[src/rtl/pipeline_cpu_hz.sv]
// pipeline_cpu_hz -- five-stage (IF/ID/EX/MEM/WB) integer core.
//
// Internal PC, register file with write-through read, EX-stage operand
// forwarding, load-use / RAW hazard stalling and a retired-instruction
// counter. Instruction and data memories are external with combinational
// reads; the data memory writes on the clock edge while dm_we is high.
//
// Ports:
//   clk        rising-edge clock
//   rst_n      asynchronous active-low reset
//   instr_addr IF-stage PC towards instruction memory
//   instr      instruction word at instr_addr (same cycle)
//   dm_addr    MEM-stage address (EX/MEM ALU result)
//   dm_wdata   MEM-stage store data
//   dm_we      MEM-stage store strobe
//   dm_rdata   data memory read data at dm_addr (combinational)
//   wb_valid   a real (non-bubble) instruction is in WB
//   stall      PC and IF/ID are held this cycle
//   retire_cnt number of retired instructions, wraps at 2^32
module pipeline_cpu_hz #(
  parameter int              DATA_W   = 32,
  parameter int              PC_W     = 32,
  parameter int              REG_AW   = 5,
  parameter logic [PC_W-1:0] RESET_PC = '0,
  parameter bit              FWD_EN   = 1'b1,
  parameter bit              R0_ZERO  = 1'b1
) (
  input  logic              clk,
  input  logic              rst_n,
  output logic [PC_W-1:0]   instr_addr,
  input  logic [31:0]       instr,
  output logic [DATA_W-1:0] dm_addr,
  output logic [DATA_W-1:0] dm_wdata,
  output logic              dm_we,
  input  logic [DATA_W-1:0] dm_rdata,
  output logic              wb_valid,
  output logic              stall,
  output logic [31:0]       retire_cnt
);

  localparam int NREGS = 1 << REG_AW;

  localparam logic [1:0] ALU_ADD = 2'd0;
  localparam logic [1:0] ALU_SUB = 2'd1;
  localparam logic [1:0] ALU_SLL = 2'd2;
  localparam logic [1:0] ALU_OR  = 2'd3;

  // ---------------- pipeline state ----------------
  logic [PC_W-1:0]   pc_reg;
  logic [31:0]       ifid_instr;

  logic              idex_valid, idex_wr, idex_load, idex_store, idex_use_imm;
  logic [1:0]        idex_alu;
  logic [REG_AW-1:0] idex_dest, idex_rs, idex_rt;
  logic [DATA_W-1:0] idex_a, idex_b, idex_imm;
  logic [4:0]        idex_shamt;

  logic              exmem_valid, exmem_wr, exmem_load, exmem_store;
  logic [REG_AW-1:0] exmem_dest;
  logic [DATA_W-1:0] exmem_result, exmem_sdata;

  logic              memwb_valid, memwb_wr;
  logic [REG_AW-1:0] memwb_dest;
  logic [DATA_W-1:0] memwb_result;

  logic [DATA_W-1:0] rf [NREGS];

  // ---------------- ID: decode ----------------
  logic [5:0]        id_op, id_funct;
  logic [REG_AW-1:0] id_rs, id_rt, id_rd;
  logic              id_valid, id_wr, id_load, id_store, id_use_imm, id_use_rt;
  logic [1:0]        id_alu;
  logic [REG_AW-1:0] id_dest;
  logic [DATA_W-1:0] id_rs_val, id_rt_val;

  assign id_op    = ifid_instr[31:26];
  assign id_funct = ifid_instr[5:0];
  assign id_rs    = ifid_instr[21 +: REG_AW];
  assign id_rt    = ifid_instr[16 +: REG_AW];
  assign id_rd    = ifid_instr[11 +: REG_AW];

  always_comb begin
    id_valid   = 1'b0;
    id_wr      = 1'b0;
    id_load    = 1'b0;
    id_store   = 1'b0;
    id_use_imm = 1'b0;
    id_use_rt  = 1'b0;
    id_alu     = ALU_ADD;
    id_dest    = id_rt;
    // the all-zero word would otherwise decode as sll r0,r0,0
    if (ifid_instr != 32'h0) begin
      case (id_op)
        6'h00: begin
          id_dest   = id_rd;
          id_use_rt = 1'b1;
          case (id_funct)
            6'h20:   begin id_valid = 1'b1; id_alu = ALU_ADD; end
            6'h22:   begin id_valid = 1'b1; id_alu = ALU_SUB; end
            6'h00:   begin id_valid = 1'b1; id_alu = ALU_SLL; end
            6'h25:   begin id_valid = 1'b1; id_alu = ALU_OR;  end
            default: id_valid = 1'b0;
          endcase
          id_wr = id_valid;
        end
        6'h08: begin id_valid = 1'b1; id_wr = 1'b1; id_use_imm = 1'b1; end
        6'h23: begin id_valid = 1'b1; id_wr = 1'b1; id_use_imm = 1'b1; id_load = 1'b1; end
        6'h2B: begin id_valid = 1'b1; id_use_imm = 1'b1; id_store = 1'b1; id_use_rt = 1'b1; end
        default: id_valid = 1'b0;
      endcase
    end
    // invalid words carry no sources; r0 is never a real destination
    if (!id_valid) id_use_rt = 1'b0;
    if (R0_ZERO && id_dest == '0) id_wr = 1'b0;
  end

  // Register read with write-through of the value being written in WB.
  always_comb begin
    id_rs_val = rf[id_rs];
    id_rt_val = rf[id_rt];
    if (memwb_wr && memwb_dest == id_rs) id_rs_val = memwb_result;
    if (memwb_wr && memwb_dest == id_rt) id_rt_val = memwb_result;
    if (R0_ZERO && id_rs == '0) id_rs_val = '0;
    if (R0_ZERO && id_rt == '0) id_rt_val = '0;
  end

  // ---------------- hazard detection ----------------
  logic hit_ex_rs, hit_ex_rt, hit_mem_rs, hit_mem_rt, load_use, raw_hazard;

  assign hit_ex_rs  = id_valid  && idex_wr  && idex_dest  == id_rs;
  assign hit_ex_rt  = id_use_rt && idex_wr  && idex_dest  == id_rt;
  assign hit_mem_rs = id_valid  && exmem_wr && exmem_dest == id_rs;
  assign hit_mem_rt = id_use_rt && exmem_wr && exmem_dest == id_rt;

  assign load_use   = idex_load && (hit_ex_rs || hit_ex_rt);
  // without forwarding, results are only visible once they reach WB
  assign raw_hazard = hit_ex_rs || hit_ex_rt || hit_mem_rs || hit_mem_rt;
  assign stall      = FWD_EN ? load_use : raw_hazard;

  // ---------------- EX: forwarding + ALU ----------------
  logic [DATA_W-1:0] ex_a, ex_rt, ex_b, ex_result;

  always_comb begin
    ex_a  = idex_a;
    ex_rt = idex_b;
    if (FWD_EN) begin
      // a load in EX/MEM is never forwarded: the load-use stall keeps
      // its consumer one slot further back, where MEM/WB supplies it
      if (exmem_wr && !exmem_load && exmem_dest == idex_rs) ex_a = exmem_result;
      else if (memwb_wr && memwb_dest == idex_rs)           ex_a = memwb_result;
      if (exmem_wr && !exmem_load && exmem_dest == idex_rt) ex_rt = exmem_result;
      else if (memwb_wr && memwb_dest == idex_rt)           ex_rt = memwb_result;
    end
    ex_b = idex_use_imm ? idex_imm : ex_rt;
    case (idex_alu)
      ALU_ADD: ex_result = ex_a + ex_b;
      ALU_SUB: ex_result = ex_a - ex_b;
      ALU_SLL: ex_result = ex_rt << idex_shamt;
      default: ex_result = ex_a | ex_b;
    endcase
  end

  // ---------------- outputs ----------------
  assign instr_addr = pc_reg;
  assign dm_addr    = exmem_result;
  assign dm_wdata   = exmem_sdata;
  assign dm_we      = exmem_store;
  assign wb_valid   = memwb_valid;

  // ---------------- pipeline registers ----------------
  always_ff @(posedge clk or negedge rst_n) begin
    if (!rst_n) begin
      pc_reg       <= RESET_PC;
      ifid_instr   <= '0;
      idex_valid   <= 1'b0;
      idex_wr      <= 1'b0;
      idex_load    <= 1'b0;
      idex_store   <= 1'b0;
      idex_use_imm <= 1'b0;
      idex_alu     <= ALU_ADD;
      idex_dest    <= '0;
      idex_rs      <= '0;
      idex_rt      <= '0;
      idex_a       <= '0;
      idex_b       <= '0;
      idex_imm     <= '0;
      idex_shamt   <= '0;
      exmem_valid  <= 1'b0;
      exmem_wr     <= 1'b0;
      exmem_load   <= 1'b0;
      exmem_store  <= 1'b0;
      exmem_dest   <= '0;
      exmem_result <= '0;
      exmem_sdata  <= '0;
      memwb_valid  <= 1'b0;
      memwb_wr     <= 1'b0;
      memwb_dest   <= '0;
      memwb_result <= '0;
      retire_cnt   <= '0;
    end else begin
      if (!stall) begin
        pc_reg     <= pc_reg + PC_W'(4);
        ifid_instr <= instr;
      end

      // a stalled ID slot enters EX as a bubble
      idex_valid   <= id_valid && !stall;
      idex_wr      <= id_wr    && !stall;
      idex_load    <= id_load  && !stall;
      idex_store   <= id_store && !stall;
      idex_use_imm <= id_use_imm;
      idex_alu     <= id_alu;
      idex_dest    <= id_dest;
      idex_rs      <= id_rs;
      idex_rt      <= id_rt;
      idex_a       <= id_rs_val;
      idex_b       <= id_rt_val;
      idex_imm     <= DATA_W'(ifid_instr[15:0]);
      idex_shamt   <= ifid_instr[10:6];

      exmem_valid  <= idex_valid;
      exmem_wr     <= idex_wr;
      exmem_load   <= idex_load;
      exmem_store  <= idex_store;
      exmem_dest   <= idex_dest;
      exmem_result <= ex_result;
      exmem_sdata  <= ex_rt;

      memwb_valid  <= exmem_valid;
      memwb_wr     <= exmem_wr;
      memwb_dest   <= exmem_dest;
      memwb_result <= exmem_load ? dm_rdata : exmem_result;

      if (memwb_valid) retire_cnt <= retire_cnt + 32'd1;
    end
  end

  // ---------------- register file ----------------
  always_ff @(posedge clk or negedge rst_n) begin
    if (!rst_n) begin
      for (int i = 0; i < NREGS; i++) rf[i] <= '0;
    end else if (memwb_wr) begin
      rf[memwb_dest] <= memwb_result;
    end
  end

endmodule

[config.mk]
export PLATFORM = sky130hd
export DESIGN_NAME = pipeline_cpu_hz
export DESIGN_NICKNAME = d
export VERILOG_FILES = /design/src/rtl/pipeline_cpu_hz.sv
export SDC_FILE = /design/constraint.sdc
export NUM_CORES = 2
export LEC_CHECK = 0
export BUFFER_PORTS_ARGS = -buffer_cell sky130_fd_sc_hd__buf_2
export CAP_MARGIN = 20
export CORE_MARGIN = 5
export CORE_UTILIZATION = 30
export CTS_CLUSTER_SIZE = 8
export DETAILED_ROUTE_END_ITERATION = 6
export GPL_TIMING_DRIVEN = 0
export PLACE_DENSITY = 0.4
export SLEW_MARGIN = 10
export SYNTH_ARGS = -nofsm -noshare
export SYNTH_HDL_FRONTEND = slang
export SYNTH_SLANG_ARGS = --single-unit
[constraint.sdc]
create_clock -name clk -period 7.4 [get_ports clk]
set_clock_uncertainty 0.1 [all_clocks]
set_input_delay 0.37 -clock clk [delete_from_list [all_inputs] [get_ports clk]]
set_output_delay 0.37 -clock clk [all_outputs]
set_load 0.01 [all_outputs]
Word level (Yosys, flattened, before mapping)
Cells that the tools add are included.

Register bits: 1339. Input bits: 66. Output and inout bits: 131. Word-level logic and storage cells: 159.

Add/sub/neg operators: 4. $lt $le $gt $ge: 4. Eq/ne operators: 16. Shift-type cells: 1. Mux-type cells: 40. Bitwise operators: 4. Reductions and logical operators: 31.

Operators with widths (count): 1024-bit bitwise mux (1); 32-bit 2-to-1 mux (15); 32-bit binary-select mux with 5-bit select (2); 32-bit demux with 5-bit select (1); 32-bit case mux with 3 select lines (1); 5-bit == test (8); 32-bit by 1-bit adder with 32-bit output, second input constant (1); 32-bit by 3-bit adder with 32-bit output, second input constant (1); 32-bit adder (1); 32-bit OR (1); 32-bit nonzero test (1); 32-bit by 5-bit << shifter with 32-bit output (1); 32-bit subtractor (1); 6-bit == test, second input constant (5); 6-bit >= comparator, second input constant (3); 5-bit inverter with 6-bit output (3); 1-bit logical AND (17); 5-bit logical NOT (3); 1-bit 2-to-1 mux (13); 6-bit logical NOT (2); 5-bit 2-to-1 mux (2); 6-bit by 4-bit == test with 1-bit output, second input constant (1); 6-bit by 1-bit < comparator with 1-bit output, second input constant (1); 2-bit case mux with 3 select lines (1); 10 further kinds (14).

Longest topological paths before layout
Depth in word-level cells: 12. Mapped depth: 28.

Least setup slack after synthesis
No wires, ideal clock.

Kind: flip-flop to flip-flop. From: register memwb_dest[0]. To: register exmem_result[30], in the netlist dm_addr[30]. Arrival: 5.591 ns. Data required time: 7.233 ns. Path slack: 1.642 ns. Cell stages (with the launch flop): 24. Path buffers: 4. Period minus slack after synthesis: 5.758 ns. Cells stage by stage: dfrtp_1 -> clkbuf_1 -> xor2_1 -> nor4_1 -> and3_1 -> clkbuf_1 -> buf_1 -> clkbuf_1 -> mux2i_1 -> nand2_1 -> o21ai_0 -> ha_1 -> inv_1 -> fa_1 -> a21o_1 -> a311oi_1 -> nor2b_1 -> a2bb2oi_1 -> o21ai_0 -> a311oi_1 -> o21ai_0 -> o41a_1 -> o41ai_1 -> a311o_1.

Word-level cells in the longest chain between the ends: 7. Elaborated cells between the ends (all ways): 14. Classes of those cells: 2 x add/sub; 2 x eq/ne; 1 x shift; 6 x mux; 1 x bitwise; 2 x reduce/logical.

RTL lines: start: declaration (RTL line 63) `logic [REG_AW-1:0] memwb_dest;`; start signal: assignment (RTL line 231) `memwb_dest <= exmem_dest;`; 5-bit == test (RTL line 152) `else if (memwb_wr && memwb_dest == idex_rt) ex_rt = memwb_result;`; 1-bit logical AND (RTL line 152); 32-bit 2-to-1 mux (RTL line 152); 32-bit 2-to-1 mux (RTL line 151) `if (exmem_wr && !exmem_load && exmem_dest == idex_rt) ex_rt = exmem_result;`; 32-bit 2-to-1 mux (RTL line 154) `ex_b = idex_use_imm ? idex_imm : ex_rt;`; 32-bit subtractor, or another cell as far along (RTL line 157) `ALU_SUB: ex_result = ex_a - ex_b;`; 32-bit case mux with 3 select lines (*) (RTL line 155) `case (idex_alu)`; named net ex_result[30] (RTL line 141) `logic [DATA_W-1:0] ex_a, ex_rt, ex_b, ex_result;`; end signal: assignment (RTL line 226) `exmem_result <= ex_result;`; end: declaration (RTL line 60) `logic [DATA_W-1:0] exmem_result, exmem_sdata;`.

Mark *: on every way through the listed nets, which the timed path passes. The rest lies on a longest branch. A chain may end at the register's enable or synchronous reset.

Worst setup path in the final report
From: register idex_rt[0]. To: register exmem_result[25], in the netlist dm_addr[25].

Word-level cells in the longest chain between the ends: 7. Elaborated cells between the ends (all ways): 12. Classes of those cells: 2 x add/sub; 2 x eq/ne; 1 x shift; 4 x mux; 1 x bitwise; 2 x reduce/logical.

RTL lines: start: declaration (RTL line 54) `logic [REG_AW-1:0] idex_dest, idex_rs, idex_rt;`; start signal: assignment (RTL line 215) `idex_rt <= id_rt;`; 5-bit == test (RTL line 152); 1-bit logical AND (RTL line 152); 32-bit 2-to-1 mux (RTL line 152); 32-bit 2-to-1 mux (*) (RTL line 151); named net ex_rt[0] (RTL line 141); 32-bit 2-to-1 mux (RTL line 154); 32-bit subtractor / 32-bit adder (equally long branches) (RTL line 157, 156); 32-bit case mux with 3 select lines (*) (RTL line 155); named net ex_result[25] (RTL line 141).

Marks and branches as above.

==> reports/results.txt <==
Outcome: finished clean
CTS buffer count: 186
Grt total ovfl: 0
CTS Root Cell: clkbuf_16
Initial Util: 30.2%
#FFs+latches synth: 1,332
Tot GR Track Use: 25.8%
Most frequent cells in the layout: 1,331 x dfrtp_1, 1,067 x mux2_2, 627 x mux4_2, 278 x buf_2, 275 x clkbuf_1
Number of max-cap violations: 0
Max-slew violation count: 0
First-pass GRT wire length: 446,000 µm
Number of fill cells: 23,231
Worst slew margin: 12.7%
Die span in y: 500 µm
Via density: 5.70
Min Tclk post-route: 7.21 ns
I/O Buffers: 194
RSZ-0062 raised after global routing: false
Fin crit share: 97.5%
Beginning of the critical path: idex_rt[0]$_DFF_PN0_
Die area: 0.250 mm²
DR WL/cell: 36.7 µm
Post-DP Area: 0.0783 mm²
Die Width: 500 µm
Max rail drop VDD: 244 µV
Cell area power density: 217 mW/mm²
Crit path capture type: register
Most common library cell in the layout ignoring fill and taps: dfrtp_1
Synthesized cell area: 0.0719 mm²
Placed Cells incl. Taps: 8,603
FP Rows: 179
RePlAce Congestion: 0.962
Initial DRC count: 4,455
Clk pin slew, worst setup/hold paths: 0.05 ns
Hpwl dp: 244,000 µm
Critical Path End: dm_addr[25]$_DFF_PN0_
Worst slew pin tran: 1.27 ns
Layout area overhead: 17.2%
# DRC: 0
Syn. warnings: 0
Crit path DAT: 7.84 ns
Final nets: 5,800
CP required: 8.02 ns
Setup CP Type: reg2reg
Finished Core Util: 35.3%
Reg2Reg Depth: 26
Final antenna-violating net count: 0
Sum Neg Setup Slack: 0 ns
R2R setup slack: 0.19 ns
Final cell count without fillers: 8,895
Number of flops mapped to enable cells by yosys: 0
Final setup fails: 0
Max Root-Sink Buffers: 3
Num ports: 197
Routed Wire Length: 326,000 µm
P_leak: 38.0 nW
Synthesized instance count: 5,172
Crit Path Max Fanout: 10
CORE AREA: 0.238 mm²
Clock sink count: 1,332
Async SR Flop Fraction: 100%
Layout cell share with drive strength beyond 1: 41.9%
Sequential area share after synthesis: 46.4%
Reg2Reg Launch Point: idex_rt[0]$_DFF_PN0_
Netlist cell types: 89
Initial antenna violation count: 19
Vias: 50,721
Ys flop type: dfrtp_1
Fin. Hold Viols: 0
Largest net degree at the start of global routing: 137
Final Instance Area: 0.0842 mm²
Vias in the first global route: 51,940
Type of origin of the critical path: register
Hold WC Path Type: in2async
CTS tree: built
CTS HTree Levels: 4
DRT Pass-1 Iters: 6
Syn_area_per_cell: 13.9 µm²
Later-pin clock latency in the skew report: 0.84 ns
Worst reg2reg endpoint: dm_addr[25]$_DFF_PN0_
Max Freq: 139 MHz
## worst min path at each step
| stage | startpoint | slack [ns] | end |
|---|---|---|---|
| floorplan | rst_n | -0.03 | dm_addr[0]$_DFF_PN0_ |
| global placement | idex_store$_DFF_PN0_ | 0.23 | dm_we$_DFF_PN0_ |
| detailed placement | rst_n | 0.23 | retire_cnt[26]$_DFFE_PN0P_ |
| CTS | rst_n | 0.08 | retire_cnt[7]$_DFFE_PN0P_ |
| global route | rst_n | 0.13 | retire_cnt[28]$_DFFE_PN0P_ |
| finish | rst_n | 0.11 | retire_cnt[29]$_DFFE_PN0P_ |
## per-stage QoR
| stage | power, mW | worst slack, ns | hold WS, ns |
|---|---|---|---|
| global placement | 10.4 | -26.12 | 0.234 |
| global route | 18.9 | 0.00440 | 0.134 |
| finish | 18.3 | 0.185 | 0.113 |
| CTS | 18.5 | 0.0175 | 0.0772 |
| floorplan | 9.01 | 1.64 | -0.0256 |
| detailed placement | 10.4 | -1.59 | 0.233 |
## sequential cells by signal (all words and copies together), names as in the netlist, 2 cells and up
| name | count |
|---|---|
| idex_rt | 5 |
| idex_dest | 5 |
| exmem_dest | 5 |
| dm_wdata | 32 |
| memwb_result | 32 |
| idex_b | 32 |
| memwb_dest | 5 |
| instr_addr | 30 |
| idex_shamt | 4 |
| idex_alu | 2 |
| dm_addr | 32 |
| idex_imm | 12 |
| idex_a | 32 |
| retire_cnt | 32 |
| ifid_instr | 32 |
| idex_rs | 5 |
| rf | 1024 |
## cell usage after synthesis (all sizes together) (10+ instances only)
cell type / instances / share of area, %
dfrtp: 1332 / 46
mux2: 1067 / 17
mux4: 627 / 20
clkbuf: 349 / 1.8
nor2: 221 / 1.2
nand2: 216 / 1.1
mux2i: 167 / 2.3
buf: 157 / 0.93
a211oi: 120 / 1.3
a21oi: 119 / 0.83
o21ai: 106 / 0.74
xnor2: 88 / 1.1
nand3: 73 / 0.51
nor3: 62 / 0.48
xor2: 57 / 0.69
inv: 39 / 0.20
ha: 35 / 0.61
a31oi: 31 / 0.28
nor2b: 30 / 0.26
and3: 22 / 0.19
and2: 21 / 0.18
nand4: 20 / 0.17
a21o: 19 / 0.20
o211ai: 17 / 0.18
nor4: 15 / 0.14
a31o: 12 / 0.15
nand2b: 12 / 0.10
o221ai: 12 / 0.15
o31ai: 10 / 0.11
## layout make-up
class | count | area [µm²] | share of cell area [%]
Clock buffer | 197 | 4820 | 5.73
Timing Repair Buffer | 340 | 3030 | 3.60
Clock inverter | 13 | 231 | 0.275
Tap cell | 3167 | 3960 | 4.70
Antenna cell | 8 | 20.0 | 0.0238
Sequential cell | 1332 | 33300 | 39.6
Multi-Input combinational cell | 3296 | 36500 | 43.4
Buffer | 503 | 2150 | 2.55
Inverter | 39 | 146 | 0.174
## logic make-up after synthesis
family	Yosys count	synth area share [%]
buf+inv	545	2.97
other cells	1	0.00522
xor+xnor	145	1.77
fa+ha+maj	36	0.637
compound gates	517	4.74
simple gates	735	4.82
flops	1332	46.4
mux	1861	38.7
## report_power, final
group / total, mW / switching [mW] / internal, mW
Combinational: 2.58 / 1.78 / 0.807
Clock: 7.91 / 3.33 / 4.58
Sequential: 7.79 / 0.260 / 7.53
Total: 18.3 / 5.37 / 12.9
## routing by layer
metal	GRT usage [%]	up-vias	share of wire [%]
li1	-	20697	-
met5	0	-	0
met2	40.7	1852	46
met1	34.3	27609	43
met3	5.64	563	6.5
met4	11.0	0	4.9
## repair_timing
item / CTS / global route
endpoints found under the hold margin: 493 / 0
gates resized for setup: 20 / 10
setup buffers: 2 / 1
setup endpoints to repair: 15 / 7
hold buffers: 66 / 0
pin swaps: 1 / 1
## critical path, cell delays in order (launching register included)
cell and delay, ns:
dfrtp_1 0.40, xnor2_1 0.25, and2_1 0.17, clkbuf_1 0.29
buf_2 0.30, buf_2 0.29, buf_2 0.30, nand3_1 0.17
a31oi_4 0.47, mux2i_2 0.18, ha_1 0.31, o221a_2 0.16
nand4_1 0.30, nor2_4 0.07, buf_4 0.16, a21oi_1 0.15
xnor2_1 0.10, ha_1 0.40, a21oi_1 0.28, nand2_1 0.12
a211oi_1 0.29, a21boi_2 0.17, nor3_2 0.51, nor2_1 0.20
a2111oi_2 0.43, a21oi_1 0.18, a211o_1 0.34
No activity file was read; power rests on OpenSTA's default activity.
